[src/rtl/nibble_adder_pkg.sv]
// Shared definitions for the nibble-serial adder.
//   NIB_W       width of one adder stage slice (4 bits)
//   state_t     control FSM states (IDLE, RUN, DONE)
//   nibbles_of  number of nibble slices in an operand of a given width
//   idx_width   width of the nibble index counter, at least 1 bit
package nibble_adder_pkg;

  localparam int NIB_W = 4;

  typedef enum logic [1:0] {
    IDLE = 2'd0,
    RUN  = 2'd1,
    DONE = 2'd2
  } state_t;

  function automatic int nibbles_of(input int width);
    return width / NIB_W;
  endfunction

  // A single-nibble build still needs a 1-bit index register.
  function automatic int idx_width(input int nibbles);
    return (nibbles <= 1) ? 1 : $clog2(nibbles);
  endfunction

endpackage

[src/rtl/nibble_add4.sv]
// Combinational 4-bit adder slice.
//   a4, b4  operand nibbles
//   ci      carry in
//   s4      nibble sum
//   co      carry out of bit 3
//   c3      carry into bit 3 (needed for signed overflow on the top nibble)
module nibble_add4 (
  input  logic [3:0] a4,
  input  logic [3:0] b4,
  input  logic       ci,
  output logic [3:0] s4,
  output logic       co,
  output logic       c3
);

  logic [4:0] full_sum;
  logic [3:0] low_sum;

  assign full_sum = {1'b0, a4} + {1'b0, b4} + {4'b0000, ci};
  // Sum of the low three bits; its bit 3 is exactly the carry into bit 3.
  assign low_sum  = {1'b0, a4[2:0]} + {1'b0, b4[2:0]} + {3'b000, ci};

  assign s4 = full_sum[3:0];
  assign co = full_sum[4];
  assign c3 = low_sum[3];

endmodule

[src/rtl/nibble_serial_adder.sv]
// Multi-cycle WIDTH-bit adder built around one 4-bit adder slice.
// Operands are accepted on a valid/ready handshake, added one nibble per
// cycle LSB first with the carry held in a register, and the result is
// offered on a second valid/ready handshake.
//   clk, rst_n           clock, synchronous active-low reset
//   in_valid/in_ready    operand handshake (ready only in IDLE)
//   a, b, cin            operands and carry in
//   out_valid/out_ready  result handshake (valid only in DONE)
//   sum, cout, ovf       a+b+cin mod 2^WIDTH, carry out, signed overflow
// WIDTH must be a multiple of 4 and at least 4.
module nibble_serial_adder
  import nibble_adder_pkg::*;
#(
  parameter int WIDTH = 16
) (
  input  logic             clk,
  input  logic             rst_n,
  input  logic             in_valid,
  output logic             in_ready,
  input  logic [WIDTH-1:0] a,
  input  logic [WIDTH-1:0] b,
  input  logic             cin,
  output logic             out_valid,
  input  logic             out_ready,
  output logic [WIDTH-1:0] sum,
  output logic             cout,
  output logic             ovf
);

  localparam int NIBBLES = nibbles_of(WIDTH);
  localparam int IW      = idx_width(NIBBLES);
  localparam logic [IW-1:0] LAST_IDX = IW'(NIBBLES - 1);

  state_t           state_reg;
  logic [WIDTH-1:0] a_reg;
  logic [WIDTH-1:0] b_reg;
  logic [WIDTH-1:0] sum_reg;
  logic             carry_reg;
  logic             cout_reg;
  logic             ovf_reg;
  logic [IW-1:0]    idx_reg;

  logic [NIB_W-1:0] a_nib;
  logic [NIB_W-1:0] b_nib;
  logic [NIB_W-1:0] s_nib;
  logic             co_nib;
  logic             c3_nib;

  // Operand nibble select driven by the index register.
  always_comb begin
    a_nib = '0;
    b_nib = '0;
    for (int i = 0; i < NIBBLES; i++) begin
      if (idx_reg == IW'(i)) begin
        a_nib = a_reg[i*NIB_W +: NIB_W];
        b_nib = b_reg[i*NIB_W +: NIB_W];
      end
    end
  end

  nibble_add4 u_add4 (
    .a4 (a_nib),
    .b4 (b_nib),
    .ci (carry_reg),
    .s4 (s_nib),
    .co (co_nib),
    .c3 (c3_nib)
  );

  always_ff @(posedge clk) begin
    if (!rst_n) begin
      state_reg <= IDLE;
      a_reg     <= '0;
      b_reg     <= '0;
      sum_reg   <= '0;
      carry_reg <= 1'b0;
      cout_reg  <= 1'b0;
      ovf_reg   <= 1'b0;
      idx_reg   <= '0;
    end else begin
      case (state_reg)
        IDLE: begin
          if (in_valid) begin
            a_reg     <= a;
            b_reg     <= b;
            carry_reg <= cin;
            idx_reg   <= '0;
            state_reg <= RUN;
          end
        end
        RUN: begin
          for (int i = 0; i < NIBBLES; i++) begin
            if (idx_reg == IW'(i)) begin
              sum_reg[i*NIB_W +: NIB_W] <= s_nib;
            end
          end
          carry_reg <= co_nib;
          if (idx_reg == LAST_IDX) begin
            // Top nibble: carry into the MSB vs. carry out gives overflow.
            cout_reg  <= co_nib;
            ovf_reg   <= c3_nib ^ co_nib;
            state_reg <= DONE;
          end else begin
            idx_reg <= idx_reg + 1'b1;
          end
        end
        DONE: begin
          if (out_ready) begin
            state_reg <= IDLE;
          end
        end
        default: state_reg <= IDLE;
      endcase
    end
  end

  assign in_ready  = (state_reg == IDLE);
  assign out_valid = (state_reg == DONE);
  assign sum       = sum_reg;
  assign cout      = cout_reg;
  assign ovf       = ovf_reg;

endmodule

[config.mk]
export PLATFORM = sky130hd
export DESIGN_NAME = nibble_serial_adder
export DESIGN_NICKNAME = d
export VERILOG_FILES = /design/src/rtl/nibble_adder_pkg.sv /design/src/rtl/nibble_add4.sv /design/src/rtl/nibble_serial_adder.sv
export SDC_FILE = /design/constraint.sdc
export NUM_CORES = 1
export LEC_CHECK = 0
export ABC_AREA = 1
export BUFFER_PORTS_ARGS = -buffer_cell sky130_fd_sc_hd__clkbuf_2
export CORE_ASPECT_RATIO = 0.5
export CORE_MARGIN = 2
export CORE_UTILIZATION = 45
export DETAILED_ROUTE_END_ITERATION = 16
export GPL_ROUTABILITY_DRIVEN = 0
export PLACE_DENSITY_LB_ADDON = 0.08
export SLEW_MARGIN = 40
export SYNTH_ARGS = -nofsm -noshare
export SYNTH_HDL_FRONTEND = slang
export SYNTH_SLANG_ARGS = --single-unit
[constraint.sdc]
create_clock -name clk -period 5.12 [get_ports clk]
set_input_delay 0.512 -clock clk [delete_from_list [all_inputs] [get_ports clk]]
set_output_delay 0.512 -clock clk [all_outputs]
set_load 0.005 [all_outputs]
==> metrics <==
vias in the first global route=2087; Synth Area in Compound Gates=0.173; leading area contributor after synthesis=dfxtp_1; Final period util=0.563; clock buffer depth=2; setup tns final=0 ns; sequential cell area fraction in the yosys report=0.436; Simple-Gate Fraction of Synth Area=0.252; # Post-CTS Setup Buffers=0; Avg Inst Size Synth=7.31 µm²; PortBufs=56; Worst Hold Class=in -> reg; largest family of logic cells by synthesized area=simple AND/OR/NAND/NOR gates; drt total wl=5840 µm; Crit. End Element=flip-flop; CP Capture Point=sum[2]$_SDFFE_PN0P_; Final Instance Area=2870 µm²; Seq cells post-synth=55; Mapped Area=2520 µm²; IO Count=57; leading post-synthesis cells by cell area=dfxtp_1 (44%), nor2_1 (12%), o21ai_0 (7.9%), nand2_1 (7.6%), a21oi_1 (4.6%); Post-CTS Hold Buffers=0; mux share of post-synthesis cell area=0; Max-cap violations=0; Post-route DRC=0; core area=5440 µm²; Power Total=0.884 mW; Post-Place Cell Area=2790 µm²; share of cells above drive strength 1=0.196; Synth Area in XOR/XNOR=0.00347; grt ovf=0; Yosys warnings=0; Rows=19; die area=6260 µm²; wire per inst=12.6 µm; Die Y-Extent=57.0 µm; Clock Skew=0.00510 ns; CTS tree=yes; Worst setup startpoint=idx_reg[1]$_SDFFE_PN0P_; clock sinks=55; peak supply drop=156 µV; Power Density=307 nW/µm²; CTS root buf=clkbuf_8; iteration count of the initial detailed-routing pass=4; CTS buffer count=5; Via Count=2261; RSZ-0062 raised after global routing=no; fmax=347 MHz; WP data arrival=3.13 ns; RR Endpoint=sum[2]$_SDFFE_PN0P_; largest net degree at the start of global routing=54; Worst Path Max Fanout=10; Final Hold Vio Count=0; first-pass GRT wire length=9570 µm; Slew headroom=0.644; status=completed; nets=437; H-tree depth=2; post-synthesis adder-cell area fraction=0.0506; cts repair resizes=0; met1 GRT Util=0.286; initial antenna violation count=0; critical path launch point type=flip-flop; Fillers=560; post-DP HPWL=4190 µm; post-route ant nets=0; critical path type=reg -> reg; area of the multi-input gates=1210 µm²; Die W=110 µm; drt first-iter violations=115; post-route minimum period=2.88 ns; Reg area=1100 µm²; Cells after Synth=345; CP Data Required Time=5.37 ns; Worst-Margin Slew=0.532 ns; Clk Latency, worst-skew pair=0.31 ns; GRT Resource Usage Total=0.202; met2 usage=0.293; Setup-failing EPs final=0; met3 Use GR=0.0583; routed vias/inst=4.86; Yosys cell types=27; Leak=1.39 nW; diode count=0; Reg2Reg Setup Slack=2.24 ns; area grow syn2layout=13.9%; R2R Path Start=idx_reg[1]$_SDFFE_PN0P_; global routing's busiest layer=met2; reg2reg path depth=13; Initial Util=0.464; fin. max-slew vios=0; share of the synthesized area in the top cell type=0.436; Worst-path clk slew=0.10 ns; Synthesized Nets=391
[metrics by stage]
stage / std cells / worst slack [ns] / hold slack (ns) / util
final: 465 / 2.24 / 0.428 / 0.528
after global routing: 465 / 1.91 / 0.440 / 0.528
after CTS: 465 / 2.22 / 0.427 / 0.527
after detailed placement: 457 / 2.26 / 0.465 / 0.513
after global placement: 457 / 2.41 / 0.461 / 0.513
after floorplan: 345 / 2.58 / 0.430 / -
[critical path, stage by stage, from the launching register on]
cell and delay, ns:
dfxtp_1 0.38, inv_1 0.08, ha_1 0.33, nor2_4 0.25, nand2_1 0.07, nand2_1 0.05
o21ai_0 0.07, nand2_1 0.06, o21ai_0 0.13, fa_1 0.45, fa_1 0.43, xnor2_1 0.32
nor2_1 0.10, nor2_1 0.11
[area by class of cell]
type | count | share of cell area
clock buffers | 7 | 0.0266
clock inverters | 1 | 0.00174
inverters | 28 | 0.0374
multi-input cells | 245 | 0.421
flip-flops and latches | 55 | 0.383
well taps | 73 | 0.0318
repair buffers | 56 | 0.0984
[placed cells by master (no fill, tap or decap), drive strengths merged, types with 2 or more instances in the layout]
cell	count
nand2	53
o21ai	51
o21a	5
a21oi	23
o211ai	2
ha	7
nand3	9
nor2	89
fa	2
clkbuf	62
inv	28
dfxtp	55
[synthesized netlist by cell type (all sizes together)]
master	instances
o21a	5
xnor2	1
o21ai	51
ha	7
dfxtp	55
a21oi	23
buf	11
clkbuf	6
fa	2
a22oi	1
inv	28
o211ai	2
nand3	9
or2	1
o22ai	1
nand2	53
nor2	89
[logic make-up after synthesis]
kind of cell	count (synthesis)
compound gates	83
simple gates	152
fa+ha+maj	9
flops	55
buf+inv	45
xor+xnor	1
[worst min path at each step]
stage	startpoint	endpoint	slack, ns	depth (start not counted)
floorplan	b_reg[9]$_SDFFE_PN0P_	b_reg[9]$_SDFFE_PN0P_	0.43	2
global placement	b_reg[9]$_SDFFE_PN0P_	b_reg[9]$_SDFFE_PN0P_	0.46	2
detailed placement	b_reg[9]$_SDFFE_PN0P_	b_reg[9]$_SDFFE_PN0P_	0.47	2
CTS	b[8]	b_reg[8]$_SDFFE_PN0P_	0.43	3
global route	b[6]	b_reg[6]$_SDFFE_PN0P_	0.44	3
finish	b[8]	b_reg[8]$_SDFFE_PN0P_	0.43	3
[power breakdown]
group | leakage (nW) | total [mW] | internal [mW] | switching [mW]
clock network | 0.0422 | 0.236 | 0.0965 | 0.140
registers | 0.452 | 0.475 | 0.457 | 0.0173
logic | 0.891 | 0.173 | 0.0656 | 0.107
total | 1.39 | 0.884 | 0.619 | 0.264
[layer usage]
metal | up-vias | wire length, µm | share of wire
li1 | 1194 | - | -
met1 | 997 | 3040 | 0.52
met2 | 57 | 2400 | 0.41
met3 | 13 | 313 | 0.054
met4 | 0 | 88 | 0.015
met5 | - | 0 | 0
No activity file was read; power rests on OpenSTA's default activity.
